## config.mk

```make
export PLATFORM = sky130hd
export DESIGN_NAME = dac_sample_feeder
export DESIGN_NICKNAME = d
export VERILOG_FILES = /design/src/rtl/dac_pkg.sv /design/src/rtl/sync_fifo.sv /design/src/rtl/dac_sample_feeder.sv
export SDC_FILE = /design/constraint.sdc
export NUM_CORES = 1
export LEC_CHECK = 0
export ABC_CLOCK_PERIOD_IN_PS = 8080
export CAP_MARGIN = 20
export CORE_MARGIN = 2
export CORE_UTILIZATION = 45
export CTS_CLUSTER_DIAMETER = 30
export DETAILED_ROUTE_END_ITERATION = 10
export GPL_TIMING_DRIVEN = 0
export SLEW_MARGIN = 20
export SYNTH_ARGS = -nofsm -noshare
export SYNTH_HDL_FRONTEND = slang
export SYNTH_SLANG_ARGS = --single-unit
```

## constraint.sdc

```tcl
create_clock -name aclk -period 8.08 [get_ports aclk]
set_input_delay 1.212 -clock aclk [delete_from_list [all_inputs] [get_ports aclk]]
set_output_delay 1.212 -clock aclk [all_outputs]
set_load 0.01 [all_outputs]
```

## src/rtl/dac_pkg.sv

```systemverilog
// rtl/dac_pkg.sv - shared state encoding and sample conversion helpers for the DAC feeder
package dac_pkg;

    typedef enum logic [1:0] {
        ST_FILL  = 2'd0,
        ST_RUN   = 2'd1,
        ST_UNDER = 2'd2
    } dac_state_e;

    // Offset-binary zero point for a dw-bit word (dw <= 32).
    function automatic logic [31:0] midscale(input int dw);
        return 32'd1 << (dw - 1);
    endfunction

    // Two's complement to offset binary is a flip of the sign bit.
    function automatic logic [31:0] to_offset_binary(input logic [31:0] s, input int dw);
        return s ^ midscale(dw);
    endfunction

endpackage

```

## src/rtl/sync_fifo.sv

```systemverilog
// rtl/sync_fifo.sv - show-ahead synchronous FIFO with level/full/empty and synchronous flush
module sync_fifo #(
    parameter int DW    = 16,
    parameter int DEPTH = 8
) (
    input  logic                       clk,
    input  logic                       rst,
    input  logic                       flush,
    input  logic                       push,
    input  logic [DW-1:0]              wdata,
    input  logic                       pop,
    output logic [DW-1:0]              rdata,
    output logic [$clog2(DEPTH):0]     level,
    output logic                       full,
    output logic                       empty
);

    localparam int AW = $clog2(DEPTH);

    logic [DW-1:0] mem_q [DEPTH];
    logic [AW-1:0] wr_ptr_q;
    logic [AW-1:0] rd_ptr_q;
    logic [AW:0]   level_q;
    logic          push_ok;
    logic          pop_ok;

    assign full    = (level_q == (AW+1)'(DEPTH));
    assign empty   = (level_q == '0);
    assign level   = level_q;
    assign rdata   = mem_q[rd_ptr_q];
    assign push_ok = push && !full;
    assign pop_ok  = pop && !empty;

    always_ff @(posedge clk or posedge rst) begin
        if (rst) begin
            wr_ptr_q <= '0;
            rd_ptr_q <= '0;
            level_q  <= '0;
        end else if (flush) begin
            wr_ptr_q <= '0;
            rd_ptr_q <= '0;
            level_q  <= '0;
        end else begin
            if (push_ok) begin
                wr_ptr_q <= wr_ptr_q + AW'(1);
            end
            if (pop_ok) begin
                rd_ptr_q <= rd_ptr_q + AW'(1);
            end
            case ({push_ok, pop_ok})
                2'b10:   level_q <= level_q + (AW+1)'(1);
                2'b01:   level_q <= level_q - (AW+1)'(1);
                default: level_q <= level_q;
            endcase
        end
    end

    // Storage carries no reset; stale entries are never visible past the pointers.
    always_ff @(posedge clk) begin
        if (push_ok && !flush) begin
            mem_q[wr_ptr_q] <= wdata;
        end
    end

endmodule

```

## src/rtl/dac_sample_feeder.sv

```systemverilog
// rtl/dac_sample_feeder.sv - paces buffered samples out to the serial DAC, one word per frame
module dac_sample_feeder
    import dac_pkg::*;
#(
    parameter int DW         = 16,
    parameter int DEPTH      = 8,
    parameter int FRAME_LEN  = 16,
    parameter int PREFILL    = 4,
    parameter int UNDER_HOLD = 1
) (
    input  logic                       aclk,
    input  logic                       areset,
    input  logic                       soft_clr,
    input  logic [DW-1:0]              s_tdata,
    input  logic                       s_tvalid,
    output logic                       s_tready,
    output logic [DW-1:0]              dac_data,
    output logic                       dac_en,
    output logic                       frame_tick,
    output logic [$clog2(DEPTH):0]     fifo_level,
    output logic [15:0]                underrun_cnt
);

    localparam int LW = $clog2(DEPTH) + 1;
    localparam int CW = (FRAME_LEN > 1) ? $clog2(FRAME_LEN) : 1;
    localparam logic [DW-1:0] MIDSCALE = DW'(midscale(DW));

    dac_state_e    state_q, state_d;
    logic [CW-1:0] cnt_q, cnt_d;
    logic [DW-1:0] data_q, data_d;
    logic [15:0]   urc_q, urc_d;

    logic          fifo_push;
    logic          fifo_pop;
    logic [DW-1:0] fifo_rdata;
    logic [LW-1:0] fifo_lvl;
    logic          fifo_full;
    logic          fifo_empty;

    logic          prefilled;
    logic [CW-1:0] cnt_next;
    logic [DW-1:0] conv_word;
    logic [15:0]   urc_inc;

    sync_fifo #(
        .DW    (DW),
        .DEPTH (DEPTH)
    ) u_fifo (
        .clk   (aclk),
        .rst   (areset),
        .flush (soft_clr),
        .push  (fifo_push),
        .wdata (s_tdata),
        .pop   (fifo_pop),
        .rdata (fifo_rdata),
        .level (fifo_lvl),
        .full  (fifo_full),
        .empty (fifo_empty)
    );

    // Ready is forced low while reset is held so nothing is accepted into a clearing FIFO.
    assign s_tready     = !fifo_full && !areset;
    assign fifo_push    = s_tvalid && s_tready && !soft_clr;
    assign dac_en       = (state_q != ST_FILL);
    assign frame_tick   = dac_en && (cnt_q == CW'(FRAME_LEN - 1));
    assign dac_data     = data_q;
    assign fifo_level   = fifo_lvl;
    assign underrun_cnt = urc_q;

    assign prefilled = (fifo_lvl >= LW'(PREFILL));
    assign cnt_next  = frame_tick ? '0 : cnt_q + CW'(1);
    assign conv_word = DW'(to_offset_binary(32'(fifo_rdata), DW));
    assign urc_inc   = (urc_q == 16'hFFFF) ? urc_q : urc_q + 16'd1;

    always_comb begin
        state_d  = state_q;
        cnt_d    = cnt_q;
        data_d   = data_q;
        urc_d    = urc_q;
        fifo_pop = 1'b0;
        if (soft_clr) begin
            state_d = ST_FILL;
            cnt_d   = '0;
            data_d  = MIDSCALE;
        end else begin
            case (state_q)
                ST_FILL: begin
                    cnt_d = '0;
                    // First word is popped on entry so dac_data is already valid when dac_en rises.
                    if (prefilled) begin
                        fifo_pop = 1'b1;
                        data_d   = conv_word;
                        state_d  = ST_RUN;
                    end
                end
                ST_RUN: begin
                    cnt_d = cnt_next;
                    if (frame_tick) begin
                        if (!fifo_empty) begin
                            fifo_pop = 1'b1;
                            data_d   = conv_word;
                        end else begin
                            state_d = ST_UNDER;
                            urc_d   = urc_inc;
                            if (UNDER_HOLD == 0) begin
                                data_d = MIDSCALE;
                            end
                        end
                    end
                end
                ST_UNDER: begin
                    cnt_d = cnt_next;
                    // Resume only once a full prefill is back, not on the first stray sample.
                    if (frame_tick) begin
                        if (prefilled) begin
                            fifo_pop = 1'b1;
                            data_d   = conv_word;
                            state_d  = ST_RUN;
                        end else begin
                            urc_d = urc_inc;
                        end
                    end
                end
                default: begin
                    state_d = ST_FILL;
                    cnt_d   = '0;
                    data_d  = MIDSCALE;
                end
            endcase
        end
    end

    always_ff @(posedge aclk or posedge areset) begin
        if (areset) begin
            state_q <= ST_FILL;
            cnt_q   <= '0;
            data_q  <= MIDSCALE;
            urc_q   <= '0;
        end else begin
            state_q <= state_d;
            cnt_q   <= cnt_d;
            data_q  <= data_d;
            urc_q   <= urc_d;
        end
    end

endmodule
```

[Word-level counts from Yosys, hierarchy flattened]
Memory sizes are Yosys's and may differ from the RTL's.
Cells that the tools add are included.
Widths: inputs -> output; s select.
Storage, ports and cells
  output and inout port bits: 39
  word-level logic and storage cells: 89
  register bits after elaboration: 48
  input bits: 20
  memories kept: 1
  RAM bits: 128
Memories
  u_fifo.mem_q: words 8, width 16, rd ports 1, clocked after Yosys merged registers in 0, write ports 1, RTL line sync_fifo.sv:20  | logic [DW-1:0] mem_q [DEPTH];
Operators by class
  muxes and demuxes: 35
  $lt $le $gt $ge: 1
  reductions and logical operators: 22
  add/sub/neg operators: 6
  bitwise gates (word level): 2
  equal/unequal tests: 15
Operators by type and width (count)
  $mux 16: 10
  $pmux 16 s3: 1
  $pmux 16 s2: 1
  $add 16x1->16 const B: 1
  $eq 16x16->1 const B: 1
  $mux 4: 4
  $mux 3: 4
  $ne 3x3->1 const B: 4
  $mux 2: 5
  $add 4x1->4 const B: 2
  $eq 4x4->1 const B: 2
  $ne 2x2->1 const B: 4
  $pmux 4 s2: 1
  $reduce_bool 2->1: 4
  $logic_and 1x1->1: 7
  $mux 1: 7
  $add 3x1->3 const B: 2
  $pmux 2 s3: 1
  $reduce_and 3->1: 2
  $reduce_and 6->1: 1
  $eq 2x1->1 const B: 2
  $eq 2x2->1 const B: 2
  $ge 4x3->1 const B: 1
  $logic_not 1->1: 4
  other kinds (7): 8

[Depth between registers and ports, before layout]
Gate-level depths: netlist of run 1.
  depth after elaboration: 9
  mapped depth: 13
  depth with buffers taken out: 11

[By module]
Synthesis of run 1 repeated with hierarchy kept, for this count alone.
Unflattened totals
  cell total of the unflattened synthesis: 452
  area total of the unflattened synthesis: 7418.4 µm²
Modules (own cells, without submodules)
  sync_fifo: area an instance 5507.8 µm², times used 1, seq. area each 4093.9 µm², cells each 263
  dac_sample_feeder: area an instance 1910.6 µm², times used 1, seq. area each 952.2 µm², cells each 189

[Worst setup path after synthesis of run 1]
Ideal clock, no wire load.
  kind: input to register
  start: input port soft_clr
  end: memory u_fifo.mem_q[0][0], enable pin
  slack: 4.144 ns
  stages: 3
  data arrival time: 3.500 ns
  data required time: 7.644 ns
  buffers on the path: 1
  library setup time: 0.436 ns
  cells stage by stage: clkbuf_1 > nor3_1 > nor4b_1
Between the ends
  cells in the longest elaborated chain, start to end: 6
Ends and longest elaborated chain
  from (decl): RTL line dac_sample_feeder.sv:13  | input logic soft_clr,
  $logic_not 1->1 *: RTL line sync_fifo.sv:60, dac_sample_feeder.sv:63
  $logic_and 1x1->1: RTL line dac_sample_feeder.sv:63  | assign fifo_push = s_tvalid && s_tready && !soft_clr;
  $logic_and 1x1->1: RTL line sync_fifo.sv:31  | assign push_ok = push && !full;
  $logic_and 1x1->1 *: RTL line sync_fifo.sv:60  | if (push_ok && !flush) begin
  $mux 1 *: RTL line sync_fifo.sv:60
  $mux 1 (not written as such) *: RTL line sync_fifo.sv:61  | mem_q[wr_ptr_q] <= wdata;
  to (decl): RTL line sync_fifo.sv:20
Every way passes the cells marked *; elsewhere a longest branch is shown, timed or not.

[Worst setup path in the final report of run 1]
  start: input port areset
  end: output port s_tready
Between the ends
  cells in the longest elaborated chain, start to end: 2
Ends and longest elaborated chain
  from (decl): RTL line dac_sample_feeder.sv:12  | input logic areset,
  $logic_not 1->1 (no source line)
  $logic_and 1x1->1: RTL line dac_sample_feeder.sv:62  | assign s_tready = !fifo_full && !areset;
  to (decl): RTL line dac_sample_feeder.sv:16  | output logic s_tready,
No other way between the ends.

==> results, run 1 <==
- The run finished with clean final reports.
- Of the total synthesized cell area, the portion taken by full adders, half adders and majority gates is 1.83%.
- The count of antenna diodes in the layout is 0.
- Of the total synthesized cell area, the portion taken by AND, OR, NAND and NOR gates is 8.63%.
- STA classifies the critical path startpoint as an input port.
- Setup violations remaining at the end of the flow were counted as 0.
- The total of max-cap violations is 0.
- The total number of yosys warnings is 0.
- The number of nets with antenna violations after routing is 0.
- In this run the worst hold path is classified as flip-flop to flip-flop.
- The largest fanout on the critical path is 4.
- From bottom edge to top edge, the die measures 133 um.
- The flip-flop and latch area is 5050 um2.
- The number of non-filler instances in the completed layout is 772.
- The initial antenna violation count is 0.
- Row generation in the floorplan step produced 47 rows.
- The share of flip-flops with an asynchronous set or reset after synthesis is 27.3%.
- The clock transition at the register clock pins on the worst setup and hold paths after CTS is 60 ps.
- The initial utilization of the core area, before any placement, comes to 45.6%.
- For this block, the via count after detailed routing is 4324.
- Summed over all nets, the switching power comes to 0.458 mW.
- For this run, the leading register cell type out of synthesis is sky130_fd_sc_hd__edfxtp_1.
- The wire length of the first global-routing pass is 25.3 mm.
- Timing analysis after detailed placement gives a worst setup slack of 4100 ps.
- The maximum buffer depth of the clock tree is 2.
- The post-synthesis share of cell area spent on xor and xnor gates is 2.22%.
- The share of total power dissipated in sequential elements is 50.0%.
- The pin count of the biggest net entering global routing is 33.
- In this run the critical register-to-register path is launched from state_q[0]$_DFFE_PP0P_.
- The post-synthesis instance area is 7510 um2.
- In this run the static leakage power is 3.42 nW.
- The design draws 2.03 mW.
- The final hold violation count is 0.
- The largest area contributor in the synthesized netlist is sky130_fd_sc_hd__edfxtp_1.
- The sum of negative setup slack is 0 ps.
- In the final routed layout, each cell accounts on average for 20.4 um.
- The pre-antenna-repair detailed-routing pass consisted of 4 iterations.
- The clock tree root buffer cell is sky130_fd_sc_hd__clkbuf_16.
- The number of nets produced by synthesis is 475.
- TritonCTS built the clock tree.
- The clock network is responsible for 41.0% of the overall power.
- Combinational logic burns 8.9% of the power.
- The critical path is of the input port to output pin type.
- The net count of the finished layout is 570.
- The total of hold buffers inserted after clock tree synthesis is 0.
- Summing all placed instances gives a cell area of 8570 um2.
- The weighted congestion at the end of routability-driven global placement is 0.808.
- The power per standard cell area is 222 nW/um2.
- In this run the horizontal extent of the chip is 133 um.
- At the worst endpoint, the arrival time is 2360 ps.
- The detail-routed via count per cell is 5.60.
- At the later pin of the worst-skew pair, clock insertion delay measures 420 ps.
- In this run, placement finished with an instance count of 740.
- The worst-margin pin slew is 943 ps.
- The fraction of final layout cells sized beyond drive strength 1 is 23.2%.
- The final critical path time including I/O delays and setup is 3570 ps.
- Setup repair after global routing left no endpoint under its margin.
- The total internal power is 1.57 mW.
- The multi-input combinational cells in the finished layout cover a total of 2340 um2.
- On the final layout, the worst hold slack is 471 ps.
- The overall overflow remaining after global route is 0.
- The worst path setup slack after routing is 4510 ps.
- The share of the synthesized area in compound gates (AO/OA/AOI/OAI) is 5.68%.
- The final wirelength is 15.8 mm.
- After clock tree synthesis, the repair step resized 0 gates.
- The H-tree was split into 4 levels.
- At the worst endpoint, the required time is 6870 ps.
- The synthesized design contains 176 register bits.
- The count of different cell masters after synthesis is 64.
- The worst hold path begins at cnt_q[0]$_DFF_PP0_.
- The number of enable-type register cells in the synthesized netlist is 128.
- The proportion of synthesized chip area in sequential cells is 67.2%.
- Static timing analysis puts the maximum clock frequency at 280 MHz.
- The setup fix buffers added after clock tree synthesis is 0.
- The number of buffers added on ports is 58.
- The combinational family with the most area after synthesis is multiplexers.
- The maximum VDD drop is 0.153 mV.
- The post-synthesis area per instance is 16.9 um2.
- Global routing used 19.1% of the available tracks across all layers.
- The cell count after synthesis came out at 444.
- After synthesis, the share of cell area in mux cells is 12.2%.
- The number of I/O pins is 59.
- The count of pins over their slew limit is 0.
- The number of filler cells placed in the layout is 1341.
- The detailed router's first-iteration violation count is 295.
- The number of global-route vias before repair is 4501.
- The core outline area is 16500 um2.
- Clock skew on the completed layout was measured at 8.52 ps.
- In the routed design, unresolved DRC markers number 0.
- The setup slack on the worst flop-to-flop path is 5070 ps.
- By area the synthesized netlist is led by sky130_fd_sc_hd__edfxtp_1 51%, sky130_fd_sc_hd__dfrtp_1 16%, sky130_fd_sc_hd__mux4_2 9.6%.
- For this design, the sink count on the clock tree is 176.
- The critical path starts at areset.
- Summed over all nets, the half-perimeter wirelength after detailed placement is 10.8 mm.
- The top cell type by area accounts for 51.2% of the synthesized area.
- The final instance area is 9170 um2.
- The net switching fraction of the power is 22.6%.
- Cells fill 55.7% of the core in the end.
- The worst setup path is captured at an output pin.
- The max-slew headroom at the worst pin is 37.1%.
- Relative to the synthesized area, the layout overhead comes to 22.1%.
- Dividing the final minimum period by the clock period gives 44.2%.
- The total CTS buffers is 17.
- The floorplan step defined a die boundary enclosing 17700 um2.
## power by group through the flow
stage / registers (mW) / clock network, mW / logic, mW
after global routing: 1.02 / 0.887 / 0.198
final: 1.02 / 0.834 / 0.182
after CTS: 1.02 / 0.851 / 0.185
after floorplan: 1.04 / 0 / 0.0834
after global placement: 1.03 / 0 / 0.174
after detailed placement: 1.03 / 0 / 0.184
## state kept, by name (all words and copies together), names as in the netlist
register and count:
u_fifo.wr_ptr_q 3, dac_data 16, underrun_cnt 16, cnt_q 4, u_fifo.mem_q 128, u_fifo.rd_ptr_q 3, state_q 2, u_fifo.level 4
## final timing paths
check	endpoint	cells past startpoint
worst max-delay path	s_tready	3
max in group asynchronous	dac_data[0]$_DFFE_PP0P_	3
worst min-delay path	cnt_q[0]$_DFF_PP0_	1
worst max register to register	u_fifo.level[3]$_DFFE_PP0P_	12
worst min register to register	cnt_q[0]$_DFF_PP0_	1
min in group asynchronous	dac_data[3]$_DFFE_PP0P_	2
## cell usage in the layout, fill, tap and decap left out, types with 3 or more instances in the layout
| cell | n |
|---|---|
| sky130_fd_sc_hd__a21oi_1 | 5 |
| sky130_fd_sc_hd__and3_1 | 6 |
| sky130_fd_sc_hd__buf_2 | 18 |
| sky130_fd_sc_hd__buf_4 | 10 |
| sky130_fd_sc_hd__buf_6 | 5 |
| sky130_fd_sc_hd__bufinv_16 | 3 |
| sky130_fd_sc_hd__clkbuf_1 | 10 |
| sky130_fd_sc_hd__clkbuf_16 | 17 |
| sky130_fd_sc_hd__clkdlybuf4s50_1 | 58 |
| sky130_fd_sc_hd__clkinv_2 | 3 |
| sky130_fd_sc_hd__clkinvlp_4 | 4 |
| sky130_fd_sc_hd__dfrtp_1 | 47 |
| sky130_fd_sc_hd__edfxtp_1 | 128 |
| sky130_fd_sc_hd__ha_1 | 11 |
| sky130_fd_sc_hd__inv_1 | 6 |
| sky130_fd_sc_hd__mux2_2 | 3 |
| sky130_fd_sc_hd__mux2i_1 | 16 |
| sky130_fd_sc_hd__mux4_2 | 32 |
| sky130_fd_sc_hd__nand2_1 | 15 |
| sky130_fd_sc_hd__nand3_1 | 10 |
| sky130_fd_sc_hd__nand4_1 | 13 |
| sky130_fd_sc_hd__nor2_1 | 11 |
| sky130_fd_sc_hd__nor2b_1 | 3 |
| sky130_fd_sc_hd__nor3_1 | 10 |
| sky130_fd_sc_hd__nor3b_2 | 3 |
| sky130_fd_sc_hd__nor4_1 | 4 |
| sky130_fd_sc_hd__nor4_2 | 6 |
| sky130_fd_sc_hd__o2111ai_1 | 4 |
| sky130_fd_sc_hd__o21ai_0 | 4 |
| sky130_fd_sc_hd__o2bb2ai_1 | 15 |
| sky130_fd_sc_hd__xor2_1 | 17 |
## Yosys cell counts (5+ instances only)
cell / n
sky130_fd_sc_hd__a21oi_1: 5
sky130_fd_sc_hd__and3_1: 6
sky130_fd_sc_hd__buf_2: 13
sky130_fd_sc_hd__clkbuf_1: 9
sky130_fd_sc_hd__dfrtp_1: 47
sky130_fd_sc_hd__edfxtp_1: 128
sky130_fd_sc_hd__ha_1: 11
sky130_fd_sc_hd__inv_1: 7
sky130_fd_sc_hd__mux2i_1: 16
sky130_fd_sc_hd__mux4_2: 32
sky130_fd_sc_hd__nand2_1: 15
sky130_fd_sc_hd__nand3_1: 10
sky130_fd_sc_hd__nand4_1: 13
sky130_fd_sc_hd__nor2_1: 12
sky130_fd_sc_hd__nor3_1: 12
sky130_fd_sc_hd__nor4_1: 5
sky130_fd_sc_hd__nor4_2: 5
sky130_fd_sc_hd__o2bb2ai_1: 15
sky130_fd_sc_hd__xor2_1: 17
## area by class of cell
class | count | share of cell area (%)
clock buffer | 19 | 4.83
timing repair buffer | 76 | 7.97
multi-input combinational | 234 | 25.6
clock inverter | 13 | 1.76
tap | 220 | 3.00
buffer | 26 | 1.53
inverter | 8 | 0.327
sequential | 176 | 55.0
## cell families after synthesis
group,after synthesis
multiplexers,51
buffers and inverters,34
AO/OA/AOI/OAI,51
flip-flops,176
XOR/XNOR,19
AND/OR/NAND/NOR,102
adder cells (fa/ha/maj),11
## critical path, stage by stage
cell	delay, ps
sky130_fd_sc_hd__clkdlybuf4s50_1	470
sky130_fd_sc_hd__nor2_1	130
sky130_fd_sc_hd__clkdlybuf4s50_1	540
## layer usage
layer  global-route usage [%]  wire [um]
met5                        0          0
met4                     5.85        145
met3                     3.50        731
met2                     32.8       8090
met1                     24.9       6820
(Power assumes the default switching activity.)
==> run 2, diff against run 1 <==
--- a/config.mk
+++ b/config.mk
@@ -5,7 +5,7 @@
 export SDC_FILE = /design/constraint.sdc
 export NUM_CORES = 1
 export LEC_CHECK = 0
-export ABC_CLOCK_PERIOD_IN_PS = 8080
+export ABC_CLOCK_PERIOD_IN_PS = 3400
 export CAP_MARGIN = 20
 export CORE_MARGIN = 2
 export CORE_UTILIZATION = 45
==> constraint.sdc (replaced) <==
create_clock -name aclk -period 3.4 [get_ports aclk]
set_input_delay 0.51 -clock aclk [delete_from_list [all_inputs] [get_ports aclk]]
set_output_delay 0.51 -clock aclk [all_outputs]
set_load 0.01 [all_outputs]
==> results of run 2 <==
Same layout as run 1 (identical final DEF). Status: finished clean.
Main changes from that run: setup slack after placement 4100 ps -> 124 ps; setup slack after layout 4510 ps -> 388 ps; start point of the critical path areset -> state_q[0]$_DFFE_PP0P_; end point of the critical path s_tready -> u_fifo.level[3]$_DFFE_PP0P_; register-to-register setup slack 5070 ps -> 390 ps; total power 2.03 mW -> 4.83 mW; worst IR drop on VDD 0.153 mV -> 0.363 mV
==> run 3, diff against run 2 <==
--- a/config.mk
+++ b/config.mk
@@ -5,7 +5,7 @@
 export SDC_FILE = /design/constraint.sdc
 export NUM_CORES = 1
 export LEC_CHECK = 0
-export ABC_CLOCK_PERIOD_IN_PS = 3400
+export ABC_CLOCK_PERIOD_IN_PS = 3250
 export CAP_MARGIN = 20
 export CORE_MARGIN = 2
 export CORE_UTILIZATION = 45
==> constraint.sdc (replaced) <==
create_clock -name aclk -period 3.25 [get_ports aclk]
set_input_delay 0.4875 -clock aclk [delete_from_list [all_inputs] [get_ports aclk]]
set_output_delay 0.4875 -clock aclk [all_outputs]
set_load 0.01 [all_outputs]
==> run 3 against run 2 <==
  * Sequential share of layout area shrank 0.19 points
  * Non-clock buffer count fell by 4
  * Worst setup slack worse by 92 ps
  * First-iteration DRC count shrank 18%
  * Largest power group unchanged
  * Clock power up 13%
  * Critical endpoint unchanged
  * Combinational power is 2% higher
  * Sequential cell count unchanged
  * Worst hold slack got worse by 12 ps
  * Die area did not move
==> results, run 3 (synthesis results as in run 1) <==
- The run finished with clean final reports.
- After layout, the minimum clock period comes to 2950 ps.
- The starting utilization of the core area is 45.6% (unchanged).
- The number of I/O pins is 59 (unchanged).
- The number of nets in the layout is 566 (-0.70%).
- The detailed-routing iteration count for the pre-antenna-repair pass is 4 (unchanged).
- The total of hold buffers inserted after clock tree synthesis is 0 (unchanged).
- The met3 track demand over resource in global routing is 4.26% (+0.76 points).
- The leakage power of the design is 3.42 nW (+0.22%).
- The post-CTS resize count was 0 (unchanged).
- The number of sinks handled by clock tree synthesis came to 176 (unchanged).
- The half-perimeter wire length of the detailed placement result is 10.5 mm (-3.1%).
- The sum of negative setup slack is 0 ps (unchanged).
- Setup slack on the worst reg-to-reg path comes out at 300 ps.
- The floorplan die height is 133 um (unchanged).
- The arrival time reported for the critical path endpoint is 3250 ps.
- The max-slew headroom at the worst pin is 36.9% (-0.19 points).
- The kind of capture point of the worst setup path is a flip-flop.
- Dividing total power by cell area gives a power density of 566 nW/um2.
- The number of cell instances on the worst register-to-register path was 12 (unchanged).
- The met2 usage in global routing came to 29.4% (-3.5 points).
- The worst register-to-register path begins at state_q[0]$_DFFE_PP0P_.
- The fraction of final layout cells sized beyond drive strength 1 was 22.8% (-0.38 points).
- The clock tree root buffer cell is sky130_fd_sc_hd__clkbuf_16.
- The detailed router's first-iteration violation count was 241 (-18%).
- The worst hold-check path type is flip-flop to flip-flop.
- At the worst endpoint, the required time is 3550 ps.
- The maximum VDD drop is 0.366 mV.
- The most frequent cell on the critical path is sky130_fd_sc_hd__ha_1.
- TritonCTS built the clock tree.
- The fraction of the cycle the final worst path needs is 90.9%.
- The wire length of the first global-routing pass came to 23.9 mm (-5.5%).
- The critical path contains buffers and inverters numbering 3 combined.
- The area of the die came to 17700 um2 (unchanged).
- The detail-routed via count per cell is 5.60 (about the same).
- The global routing usage summed across all routing layers is 18.2% (-0.91 points).
- The tightest hold margin is 459 ps (-11.6 ps).
- Setup repair after global routing left no endpoint under its margin.
- The critical path goes through inv_1 > ha_1 > and4b_1 > buf_4 > a22oi_1 > buf_2 > nor3_4 > ha_1 > a31oi_1 > o311a_1 > o22ai_1 > o311ai_1.
- The count of antenna diodes in the layout is 0 (unchanged).
- The total CTS buffers came to 17 (unchanged).
- The number of placement rows is 47 (unchanged).
- The count of pins over their slew limit is 0 (unchanged).
- The largest fanout on the critical path is 10.
- The worst-margin pin slew is 946 ps (+2.81 ps).
- The weighted congestion at the end of routability-driven global placement is 0.800 (-0.99%).
- The kind of cell adding the most delay to the critical path is compound AO/OA/AOI/OAI gates.
- The endpoint of the worst hold path is cnt_q[0]$_DFF_PP0_.
- The cell total after placement came to 736 (-0.54%).
- The mean routed wirelength per cell is 19.8 um (-3.2%).
- The critical path start-end classification is flip-flop to flip-flop.
- The H-tree level count is 4 (unchanged).
- The number of DRC violations after detailed routing is 0 (unchanged).
- The total via count in the routed design was 4300 (-0.56%).
- The final hold violation count was 0 (unchanged).
- The source of the worst hold timing path is cnt_q[0]$_DFF_PP0_.
- The signed area change from the synthesized netlist to the final layout is 22.5%.
- The clock latency at the later pin of the worst-skew pair is 430 ps (about the same).
- The number of flip-flops in the largest register is 128 (unchanged).
- STA classifies the critical path startpoint as a flip-flop.
- The initial antenna violation count came to 0 (unchanged).
- The most common library cell in the layout ignoring fill and taps is sky130_fd_sc_hd__edfxtp_1.
- The pin count of the biggest net entering global routing came to 49 (+48%).
- The number of non-filler instances in the completed layout came to 768 (-0.52%).
- The die width is 133 um (unchanged).
- The global-route met1 utilization is 24.9% (+0.045 points).
- After global routing, the most crowded layer is met2.
- The number of buffers added on ports is 58 (unchanged).
- The number of nets with antenna violations after routing came to 0 (unchanged).
- The endpoint identified for the worst register-to-register timing path is u_fifo.level[3]$_DFFE_PP0P_.
- The post-route clock skew is 10.6 ps (+2.07 ps).
- The worst stage delay on the critical path is 430 ps.
- The cell depth of the worst hold path was 1 (unchanged).
- The number of filler cells placed in the layout is 1304 (-2.8%).
- The total of endpoints with negative setup slack in the final report was 0 (unchanged).
- The overall overflow remaining after global route is 0 (unchanged).
- The worst-path cell with the longest stage delay is sky130_fd_sc_hd__dfrtp_1.
- The setup fix buffers added after clock tree synthesis was 0 (unchanged).
- The core outline area was 16500 um2 (unchanged).
- The register with the most flip-flops in the final layout is u_fifo.mem_q.
- The top cell types in the final layout, fill and taps aside, are 128 x sky130_fd_sc_hd__edfxtp_1, 58 x sky130_fd_sc_hd__clkdlybuf4s50_1, 47 x sky130_fd_sc_hd__dfrtp_1.
- The clock transition at the register clock pins on the worst setup and hold paths after CTS is 60 ps (about the same).
- The fmax is 339 MHz.
- The completed layout was analyzed and its total power is 5.20 mW.
- The final wirelength is 15.2 mm (-3.7%).
- The maximum buffer depth of the clock tree is 2 (unchanged).
- The total of max-cap violations is 0 (unchanged).
- The number of global-route vias before repair came to 4256 (-5.4%).
## run 3: cell types whose count changed in the layout (fill, tap and decap cells not counted), sizes merged
cell	previous run	this run
buf	35	31
bufinv	3	5
clkbuf	28	26
clkinvlp	4	2
inv	10	12
## run 3: worst max-delay path by stage
stage,start,end,cells after the start,slack (ps)
2_1_floorplan,u_fifo.level[3]$_DFFE_PP0P_,u_fifo.mem_q[4][0]$_DFFE_PP_,4,120
3_3_place_gp,s_tvalid,u_fifo.mem_q[5][13]$_DFFE_PP_,4,-2260
3_5_place_dp,soft_clr,u_fifo.mem_q[4][12]$_DFFE_PP_,5,100
4_1_cts,state_q[0]$_DFFE_PP0P_,u_fifo.level[3]$_DFFE_PP0P_,12,290
5_1_grt,state_q[0]$_DFFE_PP0P_,u_fifo.level[3]$_DFFE_PP0P_,12,90
6_report,state_q[0]$_DFFE_PP0P_,u_fifo.level[3]$_DFFE_PP0P_,12,300
## run 3: layout make-up
cell class / count / area, um2 / area share [%]
buffer: 26 / 140 / 1.52
clock buffer: 17 / 425 / 4.62
clock inverter: 15 / 230 / 2.50
inverter: 8 / 32.5 / 0.354
multi-input combinational: 234 / 2350 / 25.6
sequential: 176 / 5050 / 54.8
tap: 220 / 275 / 2.99
timing repair buffer: 72 / 699 / 7.60
## run 3: power by group
group	internal (mW)	switching, mW	total (mW)
logic	0.198	0.245	0.442
registers	2.48	0.0444	2.52
clock network	1.38	0.861	2.24
## run 3: metrics by stage
stage               setup WS (ps)  cell area (um2)  util, %
global route                 94.9             9200     55.9
detailed placement            103             8550     51.9
finish                        297             9200     55.9
floorplan                     124             7520        -
CTS                           294             9200     55.9
global placement            -2260             8370     50.8
## run 3: worst register-to-register path, delay by kind of cell, from the launching register on
family	cells	cell delay [ps]
simple gates	2	300
buf+inv	3	550
compound gates	5	910
fa+ha+maj	2	640
flops	1	430
## run 3: layer usage
metal  vias up  wire, um
met5         -         0
met4         0       145
met3        13       690
met2       110      7630
met1      2222      6730
li1       1955         -
